<file path="src/rtl/unified_memory_arbiter_pkg.sv">
// Shared types for the rv32i memory path: access sizes, arbiter response
// selector and the alignment helper used by the arbiter.
package unified_memory_arbiter_pkg;

    typedef enum logic [1:0] {
        MEM_ACCESS_BYTE = 2'd0,
        MEM_ACCESS_HALF = 2'd1,
        MEM_ACCESS_WORD = 2'd2
    } mem_access_t;

    typedef enum logic [1:0] {
        RSP_NONE = 2'd0,
        RSP_I    = 2'd1,
        RSP_D    = 2'd2
    } rsp_sel_t;

    localparam int WAIT_CNT_W = 4;

    // Unknown access encodings are treated as byte-sized (never misaligned).
    function automatic logic is_misaligned(input logic [1:0] addr_lo,
                                           input mem_access_t access);
        case (access)
            MEM_ACCESS_HALF: return addr_lo[0];
            MEM_ACCESS_WORD: return |addr_lo;
            default:         return 1'b0;
        endcase
    endfunction

endpackage

</file>
<file path="src/rtl/unified_memory_arbiter_wait_counter.sv">
// Starvation counter for the instruction port: counts consecutive cycles the
// fetch request is denied and raises o_force once the limit is reached.
module arbiter_wait_counter
    import unified_memory_arbiter_pkg::*;
#(
    parameter int MAX_WAIT = 3
) (
    input  logic                  clk,
    input  logic                  rst,
    input  logic                  i_ifetch_valid,
    input  logic                  i_grant_i,
    input  logic                  i_grant_d,
    output logic                  o_force,
    output logic [WAIT_CNT_W-1:0] o_wait_cnt
);

    localparam logic [WAIT_CNT_W-1:0] LIMIT = WAIT_CNT_W'(MAX_WAIT);

    logic [WAIT_CNT_W-1:0] r_wait_cnt;

    always_ff @(posedge clk) begin
        if (rst) begin
            r_wait_cnt <= '0;
        end else if (!i_ifetch_valid || i_grant_i) begin
            r_wait_cnt <= '0;
        end else if (i_grant_d && (r_wait_cnt < LIMIT)) begin
            r_wait_cnt <= r_wait_cnt + 1'b1;
        end
    end

    assign o_force    = i_ifetch_valid & (r_wait_cnt >= LIMIT);
    assign o_wait_cnt = r_wait_cnt;

endmodule

</file>
<file path="src/rtl/unified_memory_arbiter.sv">
// Arbitrates one single-port RAM between instruction fetch and load/store.
// Data port wins by default; a starved fetch is forced through after MAX_WAIT.
module unified_memory_arbiter
    import unified_memory_arbiter_pkg::*;
#(
    parameter int W        = 32,
    parameter int MAX_WAIT = 3
) (
    input  logic                  clk,
    input  logic                  rst,
    // instruction fetch port
    input  logic                  i_req_valid,
    output logic                  i_req_ready,
    input  logic [31:0]           i_addr,
    output logic                  i_rsp_valid,
    output logic [W-1:0]          i_rsp_data,
    output logic                  i_rsp_fault,
    // load/store port
    input  logic                  d_req_valid,
    output logic                  d_req_ready,
    input  logic                  d_wr_ena,
    input  mem_access_t           d_access,
    input  logic [31:0]           d_addr,
    input  logic [W-1:0]          d_wr_data,
    output logic                  d_rsp_valid,
    output logic [W-1:0]          d_rsp_data,
    output logic                  d_rsp_fault,
    // RAM side
    output logic                  mem_wr_ena,
    output mem_access_t           mem_access,
    output logic [31:0]           mem_addr,
    output logic [W-1:0]          mem_wr_data,
    input  logic [W-1:0]          mem_rd_data,
    input  logic                  mem_active,
    // debug visibility
    output rsp_sel_t              o_dbg_rsp_sel,
    output logic [WAIT_CNT_W-1:0] o_dbg_wait_cnt
);

    // Valid/ready: a request transfers in the cycle where valid & ready are
    // both high; ready is combinational and at most one port is granted per
    // cycle. Responses follow one cycle later and cannot be back-pressured.

    logic     w_force_i;
    logic     w_grant_i;
    logic     w_grant_d;
    logic     w_fault;
    logic     w_store;
    logic [W-1:0] w_rsp_data;
    rsp_sel_t r_rsp_sel;
    rsp_sel_t w_rsp_sel_next;

    logic [W-1:0] r_i_rsp_data;
    logic         r_i_rsp_fault;
    logic [W-1:0] r_d_rsp_data;
    logic         r_d_rsp_fault;

    arbiter_wait_counter #(
        .MAX_WAIT (MAX_WAIT)
    ) u_wait_counter (
        .clk            (clk),
        .rst            (rst),
        .i_ifetch_valid (i_req_valid),
        .i_grant_i      (w_grant_i),
        .i_grant_d      (w_grant_d),
        .o_force        (w_force_i),
        .o_wait_cnt     (o_dbg_wait_cnt)
    );

    always_comb begin
        w_grant_i = 1'b0;
        w_grant_d = 1'b0;
        if (!rst) begin
            if (w_force_i) begin
                w_grant_i = 1'b1;
            end else if (d_req_valid) begin
                w_grant_d = 1'b1;
            end else if (i_req_valid) begin
                w_grant_i = 1'b1;
            end
        end
    end

    assign i_req_ready = w_grant_i;
    assign d_req_ready = w_grant_d;

    // With no grant the RAM still sees the D-port address; only wr_ena is idle.
    always_comb begin
        mem_addr    = d_addr;
        mem_access  = d_access;
        mem_wr_data = d_wr_data;
        if (w_grant_i) begin
            mem_addr   = i_addr;
            mem_access = MEM_ACCESS_WORD;
        end
    end

    assign w_fault    = is_misaligned(mem_addr[1:0], mem_access) | ~mem_active;
    assign w_store    = w_grant_d & d_wr_ena;
    assign mem_wr_ena = w_store & ~w_fault;
    assign w_rsp_data = (w_fault || w_store) ? '0 : mem_rd_data;

    always_comb begin
        w_rsp_sel_next = RSP_NONE;
        if (w_grant_i) begin
            w_rsp_sel_next = RSP_I;
        end else if (w_grant_d) begin
            w_rsp_sel_next = RSP_D;
        end
    end

    always_ff @(posedge clk) begin
        if (rst) begin
            r_rsp_sel <= RSP_NONE;
        end else begin
            r_rsp_sel <= w_rsp_sel_next;
        end
    end

    // Only the granted port's payload registers update; the other holds.
    always_ff @(posedge clk) begin
        if (rst) begin
            r_i_rsp_data  <= '0;
            r_i_rsp_fault <= 1'b0;
            r_d_rsp_data  <= '0;
            r_d_rsp_fault <= 1'b0;
        end else begin
            if (w_grant_i) begin
                r_i_rsp_data  <= w_rsp_data;
                r_i_rsp_fault <= w_fault;
            end
            if (w_grant_d) begin
                r_d_rsp_data  <= w_rsp_data;
                r_d_rsp_fault <= w_fault;
            end
        end
    end

    assign i_rsp_valid   = (r_rsp_sel == RSP_I);
    assign d_rsp_valid   = (r_rsp_sel == RSP_D);
    assign i_rsp_data    = r_i_rsp_data;
    assign i_rsp_fault   = r_i_rsp_fault;
    assign d_rsp_data    = r_d_rsp_data;
    assign d_rsp_fault   = r_d_rsp_fault;
    assign o_dbg_rsp_sel = r_rsp_sel;

endmodule
</file>
<file path="config.mk">
export PLATFORM = sky130hd
export DESIGN_NAME = unified_memory_arbiter
export DESIGN_NICKNAME = d
export VERILOG_FILES = /design/src/rtl/unified_memory_arbiter_pkg.sv /design/src/rtl/unified_memory_arbiter_wait_counter.sv /design/src/rtl/unified_memory_arbiter.sv
export SDC_FILE = /design/constraint.sdc
export NUM_CORES = 1
export LEC_CHECK = 0
export BUFFER_PORTS_ARGS = -buffer_cell sky130_fd_sc_hd__clkbuf_2
export CAP_MARGIN = 20
export CORE_ASPECT_RATIO = 0.7
export CORE_MARGIN = 5
export CORE_UTILIZATION = 35
export CTS_BUF_LIST = sky130_fd_sc_hd__clkbuf_2
export DETAILED_ROUTE_END_ITERATION = 8
export PLACE_DENSITY_LB_ADDON = 0.25
export SLEW_MARGIN = 15
export SYNTH_ARGS = -nofsm -noshare
export SYNTH_HDL_FRONTEND = slang
export SYNTH_HIERARCHICAL = 1
export SYNTH_SLANG_ARGS = --single-unit
</file>
<file path="constraint.sdc">
create_clock -name clk -period 4.1 [get_ports clk]
set_input_delay 0.615 -clock clk [delete_from_list [all_inputs] [get_ports clk]]
set_output_delay 0.615 -clock clk [all_outputs]
set_load 0.02 [all_outputs]
</file>
==> results.yml <==
detailed_routing:
  first_pass_iters: 4
  via_per_inst: 5.010
  drtIter0Drc: 184
  avgRoutedWirePerCell_um: 17.67
  finalWirelength_um: 10350
  ant_nets: 0
  drc: 0
  vias: 2936
synthesis:
  netlist_area_um2: 3162
  synth.top_cell.area_share: 0.4559
  synth.area.top_cells: "dfxtp_1 (46%), mux2_1 (11%), a32o_1 (10%)"
  synth_top_area_cell: "dfxtp_1"
  ys_seq_area_frac: 0.4559
  synthDistinctLibCells: 34
  syn_avg_cell_area_um2: 11.50
  syn-num-nets: 414
  synth_warnings: 6
  syn_inst: 275
  ys_ff_latch: 72
power:
  ir_drop_mv: 0.1576
  p_leak_uw: 0.002085
  power_per_cell_area_nw_per_um2: 314.6
timing:
  finalCritPeriodShare: 0.9434
  tightest_slew_ns: 0.7885
  fin_skew_ns: 0.01750
  fin_setup_tns_ns: 0
  timing.fmax_mhz: 258.5
  period_minus_slack_ns: 3.868
  setup-violations-final: 0
  finalHoldViolCount: 0
  rsz0062_at_grt: "false"
  finalMaxSlewViolations: 0
  slew_headroom: 0.4744
cells_and_area:
  nets: 596
  layout-drive-gt1-share: 0.5563
  finalNonFillerCells: 586
  stdcell_area_um2: 4240
  syn_to_final_growth_pct: 34.11
  nFillCells: 879
  diodes: 0
critical_path:
  cpPeakStageDelay_ns: 0.38
  path_cells: "ha_1 > o31a_2 > o21bai_4 > nand2b_1 > ha_1 > nand2b_1 > a31oi_4 > o22ai_4 > and3_1 > clkbuf_2"
  critPathBufInv: 1
  required_ns: 3.48
  end_kind: "primary output"
  critPathArrivalTime_ns: 3.25
  crit_family: "compound AO/OA/AOI/OAI gates"
  cp_max_fo: 6
  cpMaxStageDelayCell: "dfxtp_1"
  worst_setup_path_start_kind: "flop"
  path_class: "reg2out"
grt:
  met2_usage: 0.2639
  grtUsageMet1: 0.2478
  use_met3: 0.07780
  grt_pass1_vias: 2901
  top_usage_layer: "met2"
  grt_remaining_overflow: 0
  grt_usage: 0.1818
  antenna_found_initial: 0
  grt_max_degree: 28
  grt_pass1_wl_um: 15350
placement:
  portBuffers: 214
  placed_cell_area_um2: 4114
  hpwl_um: 7936
  gp_congestion: 0.7663
  place_inst: 568
clock_network:
  cts_tree: "built"
  htreeDepth: 3
  numCtsBuffers: 9
  cts_root_buffer: "clkbuf_2"
  clkLatencyLatePin_ns: 0.51
  cts_buffer_depth: 2
  clock_sinks: 72
  clk_pin_slew_ns: 0.20
floorplan:
  die_h_um: 89.52
  ios: 279
  fp.dieW_um: 123.6
  rows: 29
  core-area_um2: 8926
  die-area_um2: 11060
  start_util: 0.3542
hold_path:
  hold_path_class: "in2reg"
outcome:
  status: "complete, no violations"
run:
  drv_cap: 0
==> metal layers <==
metal | share of wire | up-vias
met2 | 0.41 | 141
met3 | 0.10 | 14
met4 | 0.010 | 0
met1 | 0.48 | 1400
li1 | - | 1381
met5 | 0 | -
==> final cells by class <==
cell class,instances,area (um2),share of cell area
clock buffers,9,45.04,0.01062
clock inverters,7,47.55,0.01121
inverters,5,18.77,0.004426
multi-input cells,146,1394,0.3287
flip-flops and latches,72,1441,0.3399
well taps,124,155.1,0.03659
repair buffers,223,1139,0.2685
==> where the power goes <==
part	leakage, uW	switching [uW]	internal [uW]
logic	0.00145	163	110
clock network	0.0000480	256	77.5
registers	0.000583	9.92	718
==> what timing repair did <==
action,4_1_cts,5_1_grt
setup endpoints to repair,1,1
hold buffers,0,0
pin swaps,1,0
gates cloned,1,0
resized for setup,0,2
setup buffers,1,0
==> logic make-up after synthesis <==
logic type,after synthesis,share of synthesized area
AO/OA/AOI/OAI,74,0.2224
adder cells (fa/ha/maj),3,0.01187
buffers and inverters,58,0.1191
flip-flops,72,0.4559
multiplexers,33,0.1175
AND/OR/NAND/NOR,35,0.07321
==> flip-flops by register name, summed over array words and instances (netlist names) <==
| name | count |
|---|---|
| d_rsp_data | 32 |
| d_rsp_fault | 1 |
| i_rsp_data | 32 |
| i_rsp_fault | 1 |
| o_dbg_rsp_sel | 2 |
| u_wait_counter/o_wait_cnt | 4 |
==> cell usage in the layout (no fill, tap or decap), types with 2 or more instances in the layout <==
cell type   synthesis  layout
dfxtp_1            72      72
clkinvlp_4          0       4
nand2b_1            4       4
clkbuf_2            0     223
nor2_1              9       7
buf_4              32       9
inv_2               4       4
nor2b_1             5       4
mux2_2              2       2
nor4bb_1            3       3
ha_1                3       3
a32o_1             32      32
o21ai_1             2       2
nand2_1             4       4
and3_1              2       2
mux2_1             31      31
a22o_1             33      33
==> cell usage after synthesis <==
cell type  instances
mux2_2             2
a211oi_1           1
o21bai_2           1
a32o_1            32
o221ai_1           1
nand2b_1           4
nand3b_1           1
mux2_1            31
clkbuf_1          10
nor3b_2            1
a31oi_4            1
buf_4             32
buf_6              4
inv_1              1
o22ai_4            1
ha_1               3
nor2_1             9
nor2b_1            5
or3b_4             1
and3_1             2
and3_2             1
nor3b_1            1
nor4b_1            1
nor4b_4            1
a22o_1            33
buf_2              7
nand2_1            4
dfxtp_1           72
a21oi_1            1
inv_2              4
nor3_1             1
o21ai_1            2
o31a_2             1
nor4bb_1           3
==> per-stage QoR <==
step / utilization / hold WS (ns) / power [uW] / setup slack [ns]
6_report: 0.4750 / 0.3166 / 1334 / 0.2322
5_1_grt: 0.4750 / 0.2389 / 1404 / 0.004281
4_1_cts: 0.4735 / 0.2503 / 1358 / 0.06868
3_5_place_dp: 0.4609 / 0.4553 / 1008 / 0.3059
3_3_place_gp: 0.4609 / 0.4479 / 1004 / 0.4458
2_1_floorplan: - / 0.5671 / 934.6 / 0.4797
==> worst paths after layout <==
kind | endpoint | depth (start not counted) | slack [ns] | from
worst max-delay path | mem_wr_ena | 10 | 0.23 | u_wait_counter/o_wait_cnt[0]
worst min register to register | d_rsp_data[10] | 1 | 0.49 | d_rsp_data[10]
worst min-delay path | i_rsp_data[18] | 2 | 0.32 | mem_rd_data[18]
worst max register to register | d_rsp_data[24] | 9 | 1.03 | u_wait_counter/o_wait_cnt[0]
Power figures use the tool's default switching activity.
